<file path="config.mk">
export PLATFORM = sky130hd
export DESIGN_NAME = wb_master_arbiter
export DESIGN_NICKNAME = d
export VERILOG_FILES = /design/src/rtl/wb_master_arbiter.sv
export SDC_FILE = /design/constraint.sdc
export NUM_CORES = 1
export LEC_CHECK = 0
export ABC_AREA = 1
export ABC_CLOCK_PERIOD_IN_PS = 2420
export CELL_PAD_IN_SITES_DETAIL_PLACEMENT = 0
export CELL_PAD_IN_SITES_GLOBAL_PLACEMENT = 1
export CORE_MARGIN = 2
export CORE_UTILIZATION = 28
export DETAILED_ROUTE_END_ITERATION = 7
export GPL_TIMING_DRIVEN = 1
export PLACE_DENSITY = 0.89
export SETUP_SLACK_MARGIN = 0.05
export SLEW_MARGIN = 20
export SYNTH_ARGS = -nofsm -noshare
export SYNTH_HDL_FRONTEND = slang
export SYNTH_SLANG_ARGS = --single-unit
</file>
<file path="constraint.sdc">
create_clock -name i_clk -period 2.42 [get_ports i_clk]
set_clock_uncertainty 0.05 [all_clocks]
set_input_delay 0.242 -clock i_clk [delete_from_list [all_inputs] [get_ports i_clk]]
set_output_delay 0.242 -clock i_clk [all_outputs]
set_load 0.02 [all_outputs]
</file>
<file path="src/rtl/wb_master_arbiter.sv">
// Wishbone classic master that arbitrates N word-addressed requesters onto one bus; cyc/stb rise one
// cycle after a request and ack/err pulse one cycle after the slave answers. Requesters hold i_req until then.
module wb_master_arbiter #(
    parameter int N_MASTERS  = 2,
    parameter int ADR_WIDTH  = 30,
    parameter int DATA_WIDTH = 32,
    parameter int SEL_WIDTH  = DATA_WIDTH / 8,
    parameter int ARB_MODE   = 1,
    parameter int TIMEOUT    = 255,
    parameter int CNT_WIDTH  = 8
) (
    input  logic                            i_clk,
    input  logic                            i_arst_n,
    input  logic [N_MASTERS-1:0]            i_req,
    input  logic [N_MASTERS-1:0]            i_wr,
    input  logic [N_MASTERS*SEL_WIDTH-1:0]  i_sel,
    input  logic [N_MASTERS*ADR_WIDTH-1:0]  i_adr,
    input  logic [N_MASTERS*DATA_WIDTH-1:0] i_dat,
    output logic [DATA_WIDTH-1:0]           o_dat,
    output logic [N_MASTERS-1:0]            o_ack,
    output logic [N_MASTERS-1:0]            o_err,
    output logic [N_MASTERS-1:0]            o_grant,
    output logic                            o_busy,
    output logic                            o_wb_cyc,
    output logic                            o_wb_stb,
    output logic                            o_wb_we,
    output logic [SEL_WIDTH-1:0]            o_wb_sel,
    output logic [ADR_WIDTH+1:0]            o_wb_adr,
    output logic [DATA_WIDTH-1:0]           o_wb_dat,
    input  logic [DATA_WIDTH-1:0]           i_wb_dat,
    input  logic                            i_wb_ack,
    input  logic                            i_wb_err
);
    localparam int PTR_W = $clog2(N_MASTERS);
    localparam logic [CNT_WIDTH-1:0] TO_LAST = CNT_WIDTH'((TIMEOUT > 0) ? TIMEOUT - 1 : 0);

    typedef enum logic [1:0] {S_IDLE, S_BUS, S_DONE} state_t;

    state_t                 state_q;
    logic [PTR_W-1:0]       rr_ptr_q;
    logic [CNT_WIDTH-1:0]   wd_cnt_q;

    logic [PTR_W-1:0]       rot_amt;
    logic [2*N_MASTERS-1:0] req_dbl;
    logic [N_MASTERS-1:0]   req_rot;
    logic [PTR_W-1:0]       win_idx;
    logic [PTR_W-1:0]       ptr_d;
    logic                   req_any;
    logic                   bus_end;
    int                     win_sum;

    // Rotating the request vector by the pointer turns round robin into a lowest-index search.
    assign rot_amt = (ARB_MODE == 0) ? '0 : rr_ptr_q;
    assign req_dbl = {i_req, i_req};
    assign req_rot = N_MASTERS'(req_dbl >> rot_amt);
    assign req_any = |i_req;
    assign bus_end = i_wb_err || i_wb_ack || ((TIMEOUT != 0) && (wd_cnt_q == TO_LAST));

    always_comb begin
        win_sum = 0;
        for (int i = N_MASTERS - 1; i >= 0; i--) begin
            if (req_rot[i]) win_sum = i;
        end
        win_sum = win_sum + int'(rot_amt);
        if (win_sum >= N_MASTERS) win_sum = win_sum - N_MASTERS;
        win_idx = PTR_W'(win_sum);
        ptr_d   = (win_idx == PTR_W'(N_MASTERS - 1)) ? '0 : win_idx + PTR_W'(1);
    end

    always_ff @(posedge i_clk or negedge i_arst_n) begin
        if (!i_arst_n) begin
            state_q  <= S_IDLE;
            rr_ptr_q <= '0;
            wd_cnt_q <= '0;
            o_dat    <= '0;
            o_ack    <= '0;
            o_err    <= '0;
            o_grant  <= '0;
            o_busy   <= 1'b0;
            o_wb_cyc <= 1'b0;
            o_wb_stb <= 1'b0;
            o_wb_we  <= 1'b0;
            o_wb_sel <= '0;
            o_wb_adr <= '0;
            o_wb_dat <= '0;
        end else begin
            case (state_q)
                S_IDLE: begin
                    wd_cnt_q <= '0;
                    if (req_any) begin
                        o_grant  <= N_MASTERS'(1) << win_idx;
                        o_busy   <= 1'b1;
                        o_wb_cyc <= 1'b1;
                        o_wb_stb <= 1'b1;
                        o_wb_we  <= i_wr[win_idx];
                        o_wb_sel <= i_sel[win_sum*SEL_WIDTH +: SEL_WIDTH];
                        o_wb_adr <= {i_adr[win_sum*ADR_WIDTH +: ADR_WIDTH], 2'b00};
                        o_wb_dat <= i_dat[win_sum*DATA_WIDTH +: DATA_WIDTH];
                        rr_ptr_q <= ptr_d;
                        state_q  <= S_BUS;
                    end
                end
                S_BUS: begin
                    if (bus_end) begin
                        o_wb_cyc <= 1'b0;
                        o_wb_stb <= 1'b0;
                        state_q  <= S_DONE;
                        // Error beats a simultaneous ack; either beats the watchdog.
                        if (i_wb_ack && !i_wb_err) begin
                            o_ack <= o_grant;
                            o_dat <= o_wb_we ? '0 : i_wb_dat;
                        end else begin
                            o_err <= o_grant;
                            o_dat <= '0;
                        end
                    end else begin
                        wd_cnt_q <= wd_cnt_q + CNT_WIDTH'(1);
                    end
                end
                S_DONE: begin
                    o_ack    <= '0;
                    o_err    <= '0;
                    o_dat    <= '0;
                    o_grant  <= '0;
                    o_busy   <= 1'b0;
                    o_wb_we  <= 1'b0;
                    o_wb_sel <= '0;
                    o_wb_adr <= '0;
                    o_wb_dat <= '0;
                    wd_cnt_q <= '0;
                    state_q  <= S_IDLE;
                end
                default: state_q <= S_IDLE;
            endcase
        end
    end
endmodule
</file>
Word level (Yosys, flattened, before mapping)
Cells that the tools add are included.

Flip-flop bits (word level): 120. Input bits: 172. Output and inout port bits: 110. Logic and storage cells: 87.

$add $sub $neg: 4. Multipliers: 1. $lt $le $gt $ge: 2. Eq/ne operators: 8. Shift-type cells: 5. Mux-type cells: 35. Reductions and logical operators: 19.

Operator list (number): 2-to-1 mux 32 bit (6); case mux 32 bit (2 select lines) (3); indexed part select 64 x 32 -> 32 bit (1); indexed part select 60 x 32 -> 30 bit (1); adder 32 x 2 -> 32 bit (1); greater-or-equal comparator 32 x 3 -> 1 bit (second input constant) (1); multiplier 32 x 5 -> 31 bit (second input constant) (1); indexed part select 8 x 32 -> 4 bit (1); subtractor 32 x 3 -> 32 bit (second input constant) (1); case mux 2 bit (2 select lines) (4); case mux 8 bit (2 select lines) (1); 2-to-1 mux 2 bit (7); inequality test 2 bit (second input constant) (5); AND reduction 2 bit (5); AND reduction 3 bit (3); adder 8 x 1 -> 8 bit (second input constant) (1); == test 8 bit (second input constant) (1); 2-to-1 mux 1 bit (8); 2-to-1 mux 8 bit (1); case mux 4 bit (2 select lines) (1); nonzero test 2 bit (4); case mux 1 bit (2 select lines) (3); 2-to-1 mux 4 bit (1); OR reduction 2 bit (2); 10 further kinds (11).

Depth between registers and ports, before layout
Gate-level depths: netlist of run 1.

Word-level depth: 10. Depth in mapped cells: 12.

Least setup slack after synthesis of run 1
OpenSTA, ideal clock, no wires.

Path kind: register -> register. From: register rr_ptr_q (netlist: rot_amt). To: register o_wb_dat[10]. Data arrival time: 1.704 ns. Required time: 2.301 ns. Setup slack: 0.598 ns. Cell stages (with the launch flop): 13. Path buffers: 2. Period minus slack after synthesis: 1.822 ns. Cells stage by stage: dfrtp_1 -> inv_1 -> o21ai_0 -> nand2_1 -> inv_1 -> ha_1 -> clkbuf_1 -> inv_1 -> nand2_1 -> inv_2 -> clkbuf_1 -> nand3_1 -> nand3_1.

Longest elaborated chain between the ends: 9.

RTL lines: from (decl) (RTL line 40) `logic [PTR_W-1:0] rr_ptr_q;`; from (signal assigned) (RTL line 99) `rr_ptr_q <= ptr_d;`; >> shifter 4 x 1 -> 2 bit (RTL line 55) `assign req_rot = N_MASTERS'(req_dbl >> rot_amt);`; 2-to-1 mux 1 bit (2 in a row) (RTL line 62) `if (req_rot[i]) win_sum = i;`; adder 32 x 2 -> 32 bit * (RTL line 64) `win_sum = win_sum + int'(rot_amt);`; subtractor 32 x 3 -> 32 bit or greater-or-equal comparator 32 x 3 -> 1 bit (tied branches) (RTL line 65) `if (win_sum >= N_MASTERS) win_sum = win_sum - N_MASTERS;`; 2-to-1 mux 32 bit * (RTL line 65); indexed part select 64 x 32 -> 32 bit * (RTL line 98) `o_wb_dat <= i_dat[win_sum*DATA_WIDTH +: DATA_WIDTH];`; 2-to-1 mux 32 bit * (RTL line 90) `if (req_any) begin`; case mux 32 bit (2 select lines) * (RTL line 87) `case (state_q)`; to (signal assigned) (RTL line 98); to (decl) (RTL line 29) `output logic [DATA_WIDTH-1:0] o_wb_dat,`.

Every way passes the cells marked *; elsewhere a longest branch is shown, timed or not. The select of a mux whose other input is x is not followed. A chain may end at the register's enable or synchronous reset.

Final worst setup path of run 1
From: register state_q[0]. To: register o_wb_dat[10].

Longest elaborated chain between the ends: 3.

RTL lines: from (decl) (RTL line 39) `state_t state_q;`; from (signal assigned) (RTL line 72) `state_q <= S_IDLE;`; from (signal assigned) (RTL line 100) `state_q <= S_BUS;`; from (signal assigned) (RTL line 107) `state_q <= S_DONE;`; == test 2 bit or logical NOT 2 bit (tied branches) (RTL line 87); nonzero test 2 bit (no source line) or inequality test 2 bit (tied branches); AND reduction 2 bit (no source line).

Several ways; a longest one is shown, not always the timed one.

==> impl_results.md, run 1 <==
- Layout cells sized above 1: 0.06915
- Commonest non-fill, non-tap cell in the layout: clkdlybuf4s50_1
- Placed Instance Area: 8598 um2
- Final Setup Violations: 0
- Least-Margin Pin Slew: 571.1 ps
- Cell mode on critical path: nor2_4
- Number of enable flip-flop cells after synthesis: 0
- RSZ-0062 raised after global routing: no
- Flip-flop and latch area: 2953 um2
- Yosys warns: 0
- Initial antenna violation count: 0
- Final net count: 1,077
- Inst Count DP: 1,143
- Worst path max stage delay: 410 ps
- Ys async rst share: 1.000
- Lkg Pwr: 0.003945 uW
- Met3 GRT Util: 0.06159
- # IOs: 282
- WHS: 338.0 ps
- Global-route wire length before repair: 27.12 mm
- WP buf/inv: 2
- Flops & latches, synth: 118
- Critical path peak fanout: 18
- Total GRT Usage: 0.1684
- Worst rel slew slack: 0.6193
- Number of max-cap violations: 0
- Critical Path AT: 2380 ps
- Antenna viol nets, final: 0
- Top-area cell type share of the netlist area: 0.5345
- Area taken by multi-input logic gates: 2252 um2
- Aggregate routed wire length: 17.33 mm
- Core area: 19,400 um2
- Status: finished clean
- Clk buf depth: 2
- Period utilization: 0.8625
- Inserted Clock Buffers: 17
- Row count: 51
- # Post-CTS Setup Buffers: 0
- Most frequent cells in the layout: clkdlybuf4s50_1, nand2_1, dfrtp_1, o21ai_0, nand3_1
- Slowest CP cell: dfrtp_1
- P per Cell Area: 1332 nW/um2
- Wire length per cell: 14.73 um
- Synthesized area per cell: 8.881 um2
- Root Driver: clkbuf_16
- Vias: 5,203
- Largest net degree at the start of global routing: 64
- Diodes inserted: 0
- Worst path cell trace: inv_1 > ha_1 > nor2_4 > inv_2 > nand2_4 > nor2_4 > nand2_1 > nand3_1
- GRT met1 Usage: 0.1993
- Synth Instances: 622
- CTS sink cnt: 118
- Hpwl dp: 12.51 mm
- FMAX: 479.1 MHz
- Max IR drop VDD: 765.3 uV
- Register area share after synthesis: 0.5345
- Largest delay share family, worst path: simple AND/OR/NAND/NOR gates
- Clock input transition at the sequential cells of the worst setup and hold paths: 60 ps
- H-tree lvl count: 4
- Tmin final: 2087 ps
- Synth-to-layout area growth: 66.32%
- TritonRoute pass-1 iters: 4
- Residual DRC count: 0
- Setup TNS: 0 ps
- CP required: 2710 ps
- Dominant cell type by area after synthesis: dfrtp_1
- Fin. max-slew vios: 0
- Critical path type: reg -> reg
- Total gr overflow: 0
- Yosys cell types: 30
- Post-route cell area: 9188 um2
- Top post-synthesis cells by area: dfrtp_1, nand2_1, o21ai_0
- CTS tree: yes
- CP Capture Type: register
- Total die area: 20,870 um2
- Worst skew pair latency: 410 ps
- DRT iter0 DRCs: 278
- Dominant synthesized flop cell: dfrtp_1
- Met2 usage: 0.2856
- Fin cells: 1,176
- Worst Hold Class: in -> async
- Initial Util: 0.2848
- Final GP Congestion: 0.7583
- Die W: 144.5 um
- Vias per cell: 4.424
- Startpoint types: register
- Syn Std Cell Area: 5524 um2
- Vias in the first global route: 5,230
- Global-route layer with the greatest usage: met2
- Final core occ: 0.4736
- Final hold viol count: 0
- # port buffers: 279
- Die height: 144.5 um
- Fill cells: 1,908
what timing repair did:
| item | CTS | global route |
|---|---|---|
| hold endpoints to repair | 39 | 0 |
| gates resized for setup | 0 | 0 |
| hold buffers | 1 | 0 |
area by class of cell:
type / count / share of cell area
Timing Repair Buffer: 292 / 0.3241
Sequential cell: 118 / 0.3214
Multi-Input combinational cell: 444 / 0.2451
Clock buffer: 17 / 0.04630
Tap cell: 265 / 0.03609
Clock inverter: 15 / 0.01675
Inverter: 25 / 0.01021
logic make-up after synthesis:
group | Yosys count | synth area share
AOI/OAI and AO/OA | 100 | 0.09762
muxes | 30 | 0.05436
buffers and inverters | 61 | 0.05889
and+or+nand+nor | 302 | 0.2333
xor gates and xnor gates | 3 | 0.004757
adders and majority gates | 7 | 0.01585
other | 1 | 0.0006789
DFF | 118 | 0.5345
layer usage:
| layer | share of wire | up-vias | routed length (um) |
|---|---|---|---|
| li1 | - | 2592 | - |
| met1 | 0.41 | 2398 | 7151 |
| met2 | 0.48 | 195 | 8397 |
| met3 | 0.090 | 18 | 1560 |
| met4 | 0.013 | 0 | 218 |
| met5 | 0 | - | 0 |
sequential cells by signal, summed over array words and instances, names as in the netlist:
name / flops
o_dat: 32
o_wb_dat: 32
o_wb_adr: 30
wd_cnt_q: 8
o_wb_sel: 4
o_ack: 2
o_err: 2
o_grant: 2
state_q: 2
o_busy: 1
o_wb_stb: 1
o_wb_we: 1
rot_amt: 1
synthesized netlist by cell type (8+ instances only):
library cell	instances
o21ai_1	8
a31oi_1	20
buf_6	8
buf_2	11
o21ai_0	65
clkbuf_1	11
mux2i_1	30
inv_1	21
nand3_1	44
nand2_1	208
nor2_1	34
dfrtp_1	118
report_power, final:
| part | switching (uW) | leakage (uW) | total (uW) | internal (uW) |
|---|---|---|---|---|
| combinational | 3730 | 0.00216 | 6500 | 2780 |
| sequential | 447 | 0.00152 | 3240 | 2800 |
| clock | 975 | 0.000264 | 2490 | 1520 |
| total | 5150 | 0.00395 | 12200 | 7090 |
per-stage QoR:
stage	setup slack, ps	power, uW
floorplan	597.5	7111
global placement	206.8	9775
detailed placement	162.0	9861
CTS	312.6	12420
global route	156.3	13100
finish	332.7	12240
final timing paths:
path	to	cells after the start	from	slack, ps
worst max-delay path	o_wb_dat[10]$_DFFE_PN0P_	8	state_q[0]$_DFFE_PN0P_	330
worst min-delay path	wd_cnt_q[1]$_DFFE_PN0P_	2	i_arst_n	340
worst max register to register	o_wb_dat[10]$_DFFE_PN0P_	8	state_q[0]$_DFFE_PN0P_	330
worst min register to register	o_err[0]$_DFFE_PN0P_	2	o_err[0]$_DFFE_PN0P_	430
max in group asynchronous	o_wb_dat[19]$_DFFE_PN0P_	3	i_arst_n	1240
min in group i_clk	o_wb_sel[2]$_DFFE_PN0P_	3	i_sel[2]	340
Power figures use the tool's default switching activity.
==> run 2, diff against run 1 <==
--- a/config.mk
+++ b/config.mk
@@ -9,12 +9,14 @@
 export ABC_CLOCK_PERIOD_IN_PS = 2420
 export CELL_PAD_IN_SITES_DETAIL_PLACEMENT = 0
 export CELL_PAD_IN_SITES_GLOBAL_PLACEMENT = 1
+export CORE_ASPECT_RATIO = 1.2
 export CORE_MARGIN = 2
 export CORE_UTILIZATION = 28
 export DETAILED_ROUTE_END_ITERATION = 7
 export GPL_TIMING_DRIVEN = 1
 export PLACE_DENSITY = 0.89
 export SETUP_SLACK_MARGIN = 0.05
+export SKIP_LAST_GASP = 1
 export SLEW_MARGIN = 20
 export SYNTH_ARGS = -nofsm -noshare
 export SYNTH_HDL_FRONTEND = slang
==> run 2 against run 1 <==
Compared with the run above:
- wire length down 0.99%
- critical path type unchanged
- sequential share of layout area down 0.12 points
- largest power group unchanged
- critical path depth unchanged
- power up 0.82%
- first-iteration DRC count down 27%
- worst hold slack worse by 59 ps
- flip-flop and latch count unchanged
- setup slack worse by 83 ps
- combinational power down 1%
==> impl_results.md, run 2 (synthesis gave the netlist of run 1 again) <==
- Status: finished clean (unchanged)
- DP Worst Slack: 59.38 ps (was 162.0 ps)
- Max IR drop VDD: 488.0 uV (was 765.3 uV)
- Placed Instance Area: 8588 um2 (was 8598 um2)
- Die height: 157.9 um (was 144.5 um)
- Final net count: 1,078 (was 1,077)
- Core area: 19,480 um2 (was 19,400 um2)
- Critical path peak fanout: 16 (was 18)
- Worst Hold Class: in -> async (unchanged)
- H-tree lvl count: 4 (unchanged)
- Beginning of the critical path: state_q[0]$_DFFE_PN0P_ (unchanged)
- Clock input transition at the sequential cells of the worst setup and hold paths: 50 ps (was 60 ps)
- CP Capture Type: register (unchanged)
- Critical path depth: 8 (unchanged)
- # port buffers: 279 (unchanged)
- Die W: 132.2 um (was 144.5 um)
- CP required: 2710 ps (about the same)
- Aggregate routed wire length: 17.16 mm (was 17.33 mm)
- Hold_buf cts: 1 (unchanged)
- Total die area: 20,870 um2 (about the same)
- CTS sink cnt: 118 (unchanged)
- R2r worst-path depth: 8 (unchanged)
- Crit path capture: o_wb_dat[6]$_DFFE_PN0P_ (was o_wb_dat[10]$_DFFE_PN0P_)
- Reg2reg start: state_q[0]$_DFFE_PN0P_ (unchanged)
- CTS tree: yes (unchanged)
- Post-CTS sizing: 0 (unchanged)
- Final GP Congestion: 0.7775 (was 0.7583)
- Fill cells: 1,908 (unchanged)
- Startpoint types: register (unchanged)
- Tmin final: 2170 ps (was 2087 ps)
- Top layer in use: met4 (unchanged)
- Largest delay share family, worst path: simple AND/OR/NAND/NOR gates (unchanged)
- Worst path cell trace: inv_1 > ha_1 > nor2_4 > inv_2 > nand2_4 > nor2_4 > nand2_1 > nand3_1 (unchanged)
- RSZ-0062 raised after global routing: no (unchanged)
- Inserted Clock Buffers: 17 (unchanged)
- Worst path max stage delay: 470 ps (was 410 ps)
- Most frequent cells in the layout: clkdlybuf4s50_1, nand2_1, dfrtp_1, o21ai_0, nand3_1 (unchanged)
- TritonRoute pass-1 iters: 4 (unchanged)
- FMAX: 460.8 MHz (was 479.1 MHz)
- Metal3 WL: 1.171 mm (was 1.560 mm)
- Row count: 56 (was 51)
- Synth-to-layout area growth: 66.93% (was 66.32%)
- Diodes inserted: 0 (unchanged)
- Global-route wire length before repair: 27.30 mm (was 27.12 mm)
- Number of max-cap violations: 0 (unchanged)
- Largest net degree at the start of global routing: 48 (was 64)
- Initial antenna violation count: 0 (unchanged)
- Final Setup Violations: 0 (unchanged)
- Residual DRC count: 0 (unchanged)
- Vias in the first global route: 5,255 (was 5,230)
- Clk buf depth: 2 (unchanged)
- Lkg Pwr: 0.003992 uW (was 0.003945 uW)
- Vias per cell: 4.433 (was 4.424)
- Period utilization: 0.8968 (was 0.8625)
- RR Endpoint: o_wb_dat[6]$_DFFE_PN0P_ (was o_wb_dat[10]$_DFFE_PN0P_)
- Metal-1 WL: 6.897 mm (was 7.151 mm)
- Vias: 5,196 (was 5,203)
- Initial Util: 0.2836 (was 0.2848)
- Hpwl dp: 12.51 mm (about the same)
- # Post-CTS Setup Buffers: 0 (unchanged)
- Commonest non-fill, non-tap cell in the layout: clkdlybuf4s50_1 (unchanged)
- # IOs: 282 (unchanged)
- Setup TNS: 0 ps (unchanged)
- Critical Path AT: 2460 ps (was 2380 ps)
- DRT iter0 DRCs: 204 (was 278)
- WHS: 279.4 ps (was 338.0 ps)
- Critical path type: reg -> reg (unchanged)
- Antenna viol nets, final: 0 (unchanged)
- Routed wl met2: 8.695 mm (was 8.397 mm)
- Post-route cell area: 9221 um2 (was 9188 um2)
- P per Cell Area: 1338 nW/um2 (was 1332 nW/um2)
- WP buf/inv: 2 (unchanged)
- Largest regs: o_dat: 32 flops, o_wb_dat: 32 flops, o_wb_adr: 30 flops (unchanged)
- Fin. max-slew vios: 0 (unchanged)
- Reg2Reg Setup Slack: 250 ps (was 330 ps)
- Total GRT Usage: 0.1665 (was 0.1684)
- Worst setup margin: 249.7 ps (was 332.7 ps)
- Slowest CP cell: ha_1 (was dfrtp_1)
- Wire length per cell: 14.64 um (was 14.73 um)
- Worst skew pair latency: 410 ps (about the same)
- Final hold viol count: 0 (unchanged)
- Final core occ: 0.4734 (was 0.4736)
- Cell mode on critical path: nor2_4 (unchanged)
- Least-Margin Pin Slew: 515.0 ps (was 571.1 ps)
- Total gr overflow: 0 (unchanged)
- Layout cells sized above 1: 0.06696 (was 0.06915)
- Root Driver: clkbuf_16 (unchanged)
- Worst rel slew slack: 0.6567 (was 0.6193)
[run 2: metrics by stage]
stage | std cells | total power, uW
floorplan | 623 | 7111
global placement | 1140 | 9700
detailed placement | 1140 | 9781
CTS | 1172 | 12540
global route | 1172 | 13240
finish | 1172 | 12340
[run 2: worst min path at each step]
stage | start | to | slack (ps) | depth (start not counted)
global placement | i_arst_n | o_dat[3]$_DFFE_PN0P_ | 160 | 1
global route | i_arst_n | o_dat[3]$_DFFE_PN0P_ | 320 | 2
CTS | i_arst_n | o_dat[3]$_DFFE_PN0P_ | 270 | 2
detailed placement | i_arst_n | o_dat[3]$_DFFE_PN0P_ | 170 | 1
floorplan | i_arst_n | o_ack[0]$_DFFE_PN0P_ | -100 | 0
finish | i_arst_n | o_dat[3]$_DFFE_PN0P_ | 280 | 2
[run 2: area by class of cell]
cell class / instances / area [um2] / share of cell area
Clock buffer: 22 / 474.2 / 0.05142
Multi-Input combinational cell: 444 / 2252 / 0.2442
Timing Repair Buffer: 293 / 2973 / 0.3224
Tap cell: 261 / 326.6 / 0.03541
Clock inverter: 9 / 148.9 / 0.01615
Inverter: 25 / 93.84 / 0.01018
Sequential cell: 118 / 2953 / 0.3202
[run 2: routing by layer]
metal	up-vias	GRT usage
met2	175	0.2912
li1	2597	-
met5	-	0
met4	0	0.06349
met3	21	0.05700
met1	2403	0.1886
[run 2: report_power, final]
| group | total (uW) | switching [uW] | leakage, uW | internal (uW) |
|---|---|---|---|---|
| combinational | 6430 | 3710 | 0.00216 | 2720 |
| clock | 2680 | 881 | 0.000310 | 1790 |
| sequential | 3240 | 439 | 0.00152 | 2800 |
[run 2: worst reg2reg max path, delay by kind of cell, from the launching register on]
| family | cells | cell delay, ps |
|---|---|---|
| simple gates | 5 | 960 |
| fa+ha+maj | 1 | 470 |
| buf+inv | 2 | 220 |
| flops | 1 | 400 |
